$ cat config.mk
export PLATFORM = sky130hd
export DESIGN_NAME = perip_pwm_multi
export DESIGN_NICKNAME = d
export VERILOG_FILES = /design/src/rtl/perip_pwm_multi.sv
export SDC_FILE = /design/constraint.sdc
export NUM_CORES = 1
export LEC_CHECK = 0
export BUFFER_PORTS_ARGS = -buffer_cell sky130_fd_sc_hd__buf_2
export CAP_MARGIN = 20
export CORE_ASPECT_RATIO = 2
export CORE_MARGIN = 2
export CORE_UTILIZATION = 45
export DETAILED_ROUTE_END_ITERATION = 16
export GPL_TIMING_DRIVEN = 1
export PLACE_DENSITY = 0.72
export SLEW_MARGIN = 20
export SYNTH_ARGS = -nofsm -noshare
export SYNTH_HDL_FRONTEND = slang
export SYNTH_SLANG_ARGS = --single-unit
$ cat constraint.sdc
create_clock -name CLK -period 7.6 [get_ports CLK]
set_clock_uncertainty 0.05 [all_clocks]
set_input_delay 1.52 -clock CLK [delete_from_list [all_inputs] [get_ports CLK]]
set_output_delay 1.52 -clock CLK [all_outputs]
set_load 0.03 [all_outputs]
$ cat src/rtl/perip_pwm_multi.sv
// Purpose: NCH-channel PWM sharing one period counter, with a register interface and shadowed, glitch-free updates.
// Latency: PWM_OUT and PERIOD_IRQ are registered one cycle after the counter value; RD_DATA/RD_VALID follow RD_EN by one cycle.
// Backpressure: none; every WR_EN/RD_EN strobe is accepted in the cycle it is presented.
module perip_pwm_multi #(
  parameter int NCH    = 4,
  parameter int CNT_W  = 16,
  parameter int ADDR_W = 5
) (
  input  logic              CLK,
  input  logic              RST,
  input  logic              WR_EN,
  input  logic              RD_EN,
  input  logic [ADDR_W-1:0] ADDR,
  input  logic [31:0]       WR_DATA,
  output logic [31:0]       RD_DATA,
  output logic              RD_VALID,
  output logic [NCH-1:0]    PWM_OUT,
  output logic              PERIOD_IRQ
);

  localparam logic [ADDR_W-1:0] A_CTRL   = ADDR_W'(0);
  localparam logic [ADDR_W-1:0] A_PERIOD = ADDR_W'(1);
  localparam logic [ADDR_W-1:0] A_CH_EN  = ADDR_W'(2);
  localparam logic [ADDR_W-1:0] A_CH_POL = ADDR_W'(3);
  localparam logic [CNT_W-1:0]  CNT_ONE  = CNT_W'(1);

  typedef enum logic {DIR_UP = 1'b0, DIR_DOWN = 1'b1} dir_t;

  // programmed registers (what software wrote)
  logic             gen;
  logic             mode;
  logic [CNT_W-1:0] period_r;
  logic [NCH-1:0]   ch_en_r;
  logic [NCH-1:0]   ch_pol_r;
  logic [CNT_W-1:0] duty_r [NCH];

  // shadows actually used by the counter and the compare logic
  logic             mode_sh;
  logic [CNT_W-1:0] period_sh;
  logic [NCH-1:0]   ch_en_sh;
  logic [NCH-1:0]   ch_pol_sh;
  logic [CNT_W-1:0] duty_sh [NCH];

  logic [CNT_W-1:0] cnt, cnt_nxt;
  dir_t             dir, dir_nxt;
  logic             load_pt;
  logic             shadow_ld;
  logic [NCH-1:0]   pwm_nxt;
  logic [31:0]      rd_mux;

  // register file writes; unmapped addresses and unused bits are dropped
  always_ff @(posedge CLK or posedge RST) begin
    if (RST) begin
      gen      <= 1'b0;
      mode     <= 1'b0;
      period_r <= '0;
      ch_en_r  <= '0;
      ch_pol_r <= '0;
      for (int i = 0; i < NCH; i++) duty_r[i] <= '0;
    end else if (WR_EN) begin
      case (ADDR)
        A_CTRL: begin
          gen  <= WR_DATA[0];
          mode <= WR_DATA[1];
        end
        A_PERIOD: period_r <= WR_DATA[CNT_W-1:0];
        A_CH_EN:  ch_en_r  <= WR_DATA[NCH-1:0];
        A_CH_POL: ch_pol_r <= WR_DATA[NCH-1:0];
        default: ;
      endcase
      for (int i = 0; i < NCH; i++)
        if (ADDR == ADDR_W'(4 + i)) duty_r[i] <= WR_DATA[CNT_W-1:0];
    end
  end

  // counter and direction state register
  always_ff @(posedge CLK or posedge RST) begin
    if (RST) begin
      cnt <= '0;
      dir <= DIR_UP;
    end else begin
      cnt <= cnt_nxt;
      dir <= dir_nxt;
    end
  end

  // next count, direction and load-point detection for both alignment modes
  always_comb begin
    load_pt = 1'b0;
    cnt_nxt = cnt;
    dir_nxt = dir;
    if (!gen) begin
      cnt_nxt = '0;
      dir_nxt = DIR_UP;
    end else if (!mode_sh) begin
      if (cnt >= period_sh) begin
        load_pt = 1'b1;
        cnt_nxt = '0;
        dir_nxt = DIR_UP;
      end else begin
        cnt_nxt = cnt + CNT_ONE;
      end
    end else begin
      if ((period_sh == '0) || (dir == DIR_DOWN && cnt == '0)) begin
        // the zero just seen closes this period, so the next period starts at 1
        // (sized by the period value being loaded now)
        load_pt = 1'b1;
        cnt_nxt = (period_r == '0) ? '0 : CNT_ONE;
        dir_nxt = DIR_UP;
      end else if (dir == DIR_UP) begin
        if (cnt >= period_sh) begin
          cnt_nxt = cnt - CNT_ONE;
          dir_nxt = DIR_DOWN;
        end else begin
          cnt_nxt = cnt + CNT_ONE;
        end
      end else begin
        cnt_nxt = cnt - CNT_ONE;
      end
    end
    // a mode switch lands at the load point and restarts the count cleanly
    if (load_pt && (mode != mode_sh)) begin
      cnt_nxt = '0;
      dir_nxt = DIR_UP;
    end
  end

  assign shadow_ld = load_pt | ~gen;

  // shadow capture at load points, or continuously while disabled
  always_ff @(posedge CLK or posedge RST) begin
    if (RST) begin
      mode_sh   <= 1'b0;
      period_sh <= '0;
      ch_en_sh  <= '0;
      ch_pol_sh <= '0;
      for (int i = 0; i < NCH; i++) duty_sh[i] <= '0;
    end else if (shadow_ld) begin
      mode_sh   <= mode;
      period_sh <= period_r;
      ch_en_sh  <= ch_en_r;
      ch_pol_sh <= ch_pol_r;
      for (int i = 0; i < NCH; i++) duty_sh[i] <= duty_r[i];
    end
  end

  // per-channel compare with polarity; disabled generator parks at the inactive level
  always_comb begin
    pwm_nxt = ch_pol_sh;
    if (gen)
      for (int i = 0; i < NCH; i++)
        pwm_nxt[i] = (ch_en_sh[i] & (cnt < duty_sh[i])) ^ ch_pol_sh[i];
  end

  // registered channel outputs and period interrupt
  always_ff @(posedge CLK or posedge RST) begin
    if (RST) begin
      PWM_OUT    <= '0;
      PERIOD_IRQ <= 1'b0;
    end else begin
      PWM_OUT    <= pwm_nxt;
      PERIOD_IRQ <= load_pt;
    end
  end

  // read mux over the programmed (not shadow) registers
  always_comb begin
    rd_mux = '0;
    case (ADDR)
      A_CTRL:   rd_mux = {30'd0, mode, gen};
      A_PERIOD: rd_mux = 32'(period_r);
      A_CH_EN:  rd_mux = 32'(ch_en_r);
      A_CH_POL: rd_mux = 32'(ch_pol_r);
      default: ;
    endcase
    for (int i = 0; i < NCH; i++)
      if (ADDR == ADDR_W'(4 + i)) rd_mux = 32'(duty_r[i]);
  end

  // registered read data, held between reads
  always_ff @(posedge CLK or posedge RST) begin
    if (RST) begin
      RD_DATA  <= '0;
      RD_VALID <= 1'b0;
    end else begin
      RD_VALID <= RD_EN;
      if (RD_EN) RD_DATA <= rd_mux;
    end
  end

endmodule

; ---- After elaboration in Yosys (flattened, before gate mapping)
; Cells that the tools add are included.
[totals]
regBits = 234
in_bits = 41
out_inout_bits = 38
wordCells = 88
[classes]
add_sub_neg = 2
n_lt_le_gt_ge = 5
n_eq_ne = 9
mux = 24
bitwise = 10
n_reduce_logical = 15
[ops]
columns = cell, count
row1 = $mux W32, 4
row2 = $mux W16, 7
row3 = $lt A16 B16 Y1, 4
row4 = $pmux W16 S4, 1
row5 = $logic_not A16 Y1, 3
row6 = $eq A5 B3 Y1 const B, 4
row7 = $add A16 B1 Y16 const B, 1
row8 = $ge A16 B16 Y1, 1
row9 = $reduce_and A2 Y1, 8
row10 = $sub A16 B1 Y16 const B, 1
row11 = $mux W1, 11
row12 = $eq A5 B2 Y1 const B, 2
row13 = $eq A5 B1 Y1 const B, 1
row14 = $logic_not A5 Y1, 1
row15 = $and A1 B1 Y1, 4
row16 = $mux W4, 1
row17 = $ne A4 B1 Y1 const B, 1
row18 = $xor A1 B1 Y1, 4
row19 = $logic_and A1 B1 Y1, 2
row20 = $logic_or A1 B1 Y1, 1
row21 = $ne A1 B1 Y1, 1
row22 = $not A1 Y1, 1
row23 = $or A1 B1 Y1, 1

; ---- Depth between registers and ports, before layout
[depth]
depth_word = 8
mapped_depth = 12
mapped_depth_nobuf = 9

; ---- Worst setup path before layout
; No wires, ideal clock.
[synth_path]
path_type = input -> register
startpoint = input ADDR[1]
endpoint = register duty_r[0] (netlist name)
setup_ps = 125
arrival_time_ps = 3112
required_time_ps = 7425
slack_ps = 4314
stages = 5
path_buffers = 2
cell_sequence = buf_1 > nand3_1 > nor2_1 > buf_2 > mux2_2
[synth_between]
elab_chain_cells = 2
[synth_lines]
columns = item, line
row1 = from (decl), 13  ; input logic [ADDR_W-1:0] ADDR,
row2 = $eq A5 B3 Y1, 72  ; if (ADDR == ADDR_W'(4 + i)) duty_r[i] <= WR_DATA[CNT_W-1:0];
row3 = $reduce_and A2 Y1 (no line), -
row4 = "to (signal, indexed assignment)", 72
row5 = to (decl), 35  ; logic [CNT_W-1:0] duty_r [NCH];
; Every way passes these cells.
; A chain may end at the register's enable or synchronous reset.

; ---- Worst setup path in the final report
[layout_path]
startpoint = register cnt[13]
endpoint = register duty_sh[51] (netlist name)
[layout_between]
elab_chain_cells = 7
word_cells_on_any_way = 9
cone_classes = order compare: 1 / mux: 4 / bitwise: 1 / reduce/logical: 3
[layout_lines]
columns = item, line
row1 = from (decl), 44  ; logic [CNT_W-1:0] cnt, cnt_nxt;
row2 = from (signal assigned), 82  ; cnt <= cnt_nxt;
row3 = branches (longest 4 deep; another with $ge A16 B16 Y1), -
row4 = $mux W1 (*), 95  ; end else if (!mode_sh) begin
row5 = $mux W1 (*), 92  ; if (!gen) begin
row6 = $or A1 B1 Y1 (*), 128  ; assign shadow_ld = load_pt | ~gen;
row7 = to (decl), 42  ; logic [CNT_W-1:0] duty_sh [NCH];
; Every way passes the cells marked *.

==> impl_metrics.csv <==
group,metric,value,unit
drt,drc,0,
global_route,antenna_found_initial,1,
sta,slew_viol_final,0,
power,peakVddDrop,0.195,mV
sta,slew_headroom,0.279,
cts,clock_tree.buffer_depth,3,
layout,fill_cells,2258,
worst_hold_path,worst_hold_path_type,"flip-flop to flip-flop",
cts,cts_root_buf,"clkbuf_16",
drt,wl_met3,1050,um
drt,initialDrtViolationCount,413,
sta,setup-violations-final,0,
layout,fin_util,0.502,
drt,ant_nets,0,
floorplan,design.core.area,25700,um2
cts,tritoncts,"yes",
power,p_sw,1.19,mW
synthesis,synth_edf_count,0,
drt,viasPerCell,5.75,
synthesis,ys_seq_area_frac,0.467,
global_route,grt_pass1_wl,45700,um
synthesis,ys_seq_elements,218,
sta,setup_tns,0,ps
layout,multi_input_area,5650,um2
drt,firstDrtPassIters,6,
layout,drive_above_1_share,0.299,
synthesis,syn_area,11700,um2
critical_path,cp.arrival,4480,ps
global_route,grt_usage,0.216,
placement,dpl.hpwl,20500,um
placement,gp_congestion,0.887,
power,pwr-share-comb,0.270,
synthesis,synth-adder-area-share,0.0846,
critical_path,r2r_slack,3470,ps
layout,syn_to_final_growth,10.1,%
drt,wl_per_cell,21.1,um
synthesis,synth_top_family_by_area,"multiplexers",
layout,mostFrequentLayoutCell,"dfrtp_1",
sta,hold_viol,0,
power,pwr-share-clk,0.290,
sta,fin_crit,4130,ps
global_route,grt_pass1_vias,8375,
synthesis,yosysWarnings,0,
sta,rsz0062_at_grt,"false",
layout,nNetsFinal,1136,
synthesis,syn_avg_cell_area,12.0,um2
sta,timing.fmax,242,MHz
floorplan,initial_core_util,0.456,
critical_path,crit_type,"flip-flop to flip-flop",
drt,vias,7876,
drt,wl_met1,10400,um
critical_path,critPathMaxFanout,51,
synthesis,synth_xor_area_frac,0.00749,
power,switching_share,0.320,
flow_run,maxCapViolations,0,
status,status,"finished clean",
power,leakage,6.22,nW
layout,final_cell_mix,"218 x dfrtp_1, 166 x mux2_2, 87 x inv_1",
placement,portBuffers,46,
synthesis,ys.flop_type,"dfrtp_1",
drt,drt_wl_total,28800,um
cts,post_cts_resized,0,
synthesis,synth-simple-area-share,0.0775,
critical_path,end_kind,"flip-flop",
drt,top_layer_used,"met4",
critical_path,slowest_delay,740,ps
synthesis,synthCells,976,
power,internal-power,2.52,mW
cts,h-tree-depth,1,
cts,cts.clk_slew.worst_paths,70,ps
cts,cts_made_buffers,20,
critical_path,path_cells,"ha_1 -> nand2_2 -> nor4_4 -> and4_2 -> a211oi_4 -> a21oi_2 -> nand2b_4 -> buf_4 -> mux2_2",
cts,holdBufCountCts,0,
floorplan,num_rows,83,
global_route,grt_max_degree,121,
critical_path,r2r_cells,9,
synthesis,synthMuxAreaShare,0.213,
synthesis,synth-compound-area-share,0.0952,
cts,postCtsSetupBuffers,0,
floorplan,die-area,27400,um2
floorplan,die_w,118,um
sta,layout_worst_path_cycle_share,0.544,
layout,register_area,5460,um2
critical_path,critPathLaunchType,"flip-flop",
power,powerDensity,288,nW/um2
global_route,grt_overflow_total,0,
synthesis,ys_async_sr_fraction,1.00,
worst_hold_path,holdPathStages,1,
drt,met2_length,15800,um
critical_path,slowest_stage,"buf_4",
synthesis,ys_types,71,
floorplan,die_h,232,um
critical_path,crit_required,7940,ps
power,seqPwrFrac,0.440,
sta,worst_pin_slew,1080,ps
floorplan,io_pins,79,
cts,clk_latency,510,ps
cts,clock-sinks,218,
[synthesized netlist by cell type (all sizes together) (3+ instances only)]
cell type  count  share of area
nand2b         7         0.0050
o221a          3         0.0029
o211ai         5         0.0032
a22oi         13         0.0083
dfrtp        218           0.47
nand3         20         0.0086
a21oi         45          0.020
o221ai         3         0.0022
ha            79          0.085
a31oi          3         0.0016
nor2          37          0.012
nand2         32          0.011
and4           3         0.0024
mux2         185           0.18
a221oi         8         0.0060
nor4          10         0.0066
and2           6         0.0032
xnor2          5         0.0037
a211oi        11         0.0090
a21o          17          0.011
nor3b          4         0.0030
nor3          12         0.0051
clkbuf        16         0.0051
nand4         15         0.0080
o21ai         24          0.010
xor2           5         0.0037
a2111oi        4         0.0046
mux4          12          0.023
buf           37          0.022
nor2b          7         0.0037
and3           5         0.0027
inv           88          0.028
mux2i          6         0.0051
[worst max-delay path: cells and delay by family, from the launching register on]
kind            cells  cell delay [ps]
flops               1              610
compound gates      2              350
simple gates        4             1300
fa+ha+maj           1              430
mux                 1              420
buf+inv             1              740
[through the flow]
stage                     std cells  area [um2]  setup WS (ps)  hold WS [ps]  power (mW)
after floorplan                 991       11700           65.6           388        2.37
after global placement         1334       12200           3550           415        2.60
after detailed placement       1334       12200           3530           420        2.64
after CTS                      1369       12900           3500           429        3.73
after global routing           1369       12900           3320           448        3.90
final                          1370       12900           3470           436        3.71
[power by group through the flow]
stage / logic [mW] / clock network (mW) / registers (mW)
2_1_floorplan: 0.776 / 0 / 1.59
3_3_place_gp: 0.962 / 0 / 1.63
5_1_grt: 1.10 / 1.14 / 1.66
3_5_place_dp: 0.993 / 0 / 1.65
6_report: 1.00 / 1.07 / 1.63
4_1_cts: 1.01 / 1.10 / 1.63
[kinds of logic after synthesis]
family          Yosys count
compound gates          156
buf+inv                 141
other cells               1
fa+ha+maj                79
simple gates            168
mux                     203
flops                   218
xor+xnor                 10
[flip-flops by register name, indices dropped and copies added, names as in the netlist, 4 cells and up]
signal	count
ch_en_r	4
ch_en_sh	4
period_sh	16
ch_pol_r	4
duty_r	64
period_r	16
duty_sh	64
PWM_OUT	4
cnt	16
ch_pol_sh	4
RD_DATA	16
[final timing paths]
path / startpoint / endpoint
hold reg to reg: ch_pol_sh[2] / PWM_OUT[2]
setup / recovery: cnt[13] / duty_sh[51]
min in group asynchronous: RST / duty_sh[1]
max in group asynchronous: RST / ch_pol_sh[3]
setup reg to reg: cnt[13] / duty_sh[51]
hold / removal: ch_pol_sh[2] / PWM_OUT[2]
[final cells by class]
type	instances	area share
inverters	88	0.0262
multi-input cells	632	0.439
flip-flops and latches	218	0.424
diodes	1	0.000194
clock inverters	9	0.00894
clock buffers	26	0.0454
repair buffers	56	0.0237
well taps	340	0.0331
[metal layers]
metal | GRT usage | vias to the layer above
li1 | - | 3575
met5 | 0 | -
met1 | 0.231 | 3999
met2 | 0.405 | 217
met4 | 0.129 | 0
met3 | 0.0211 | 85
(Power assumes the default switching activity.)
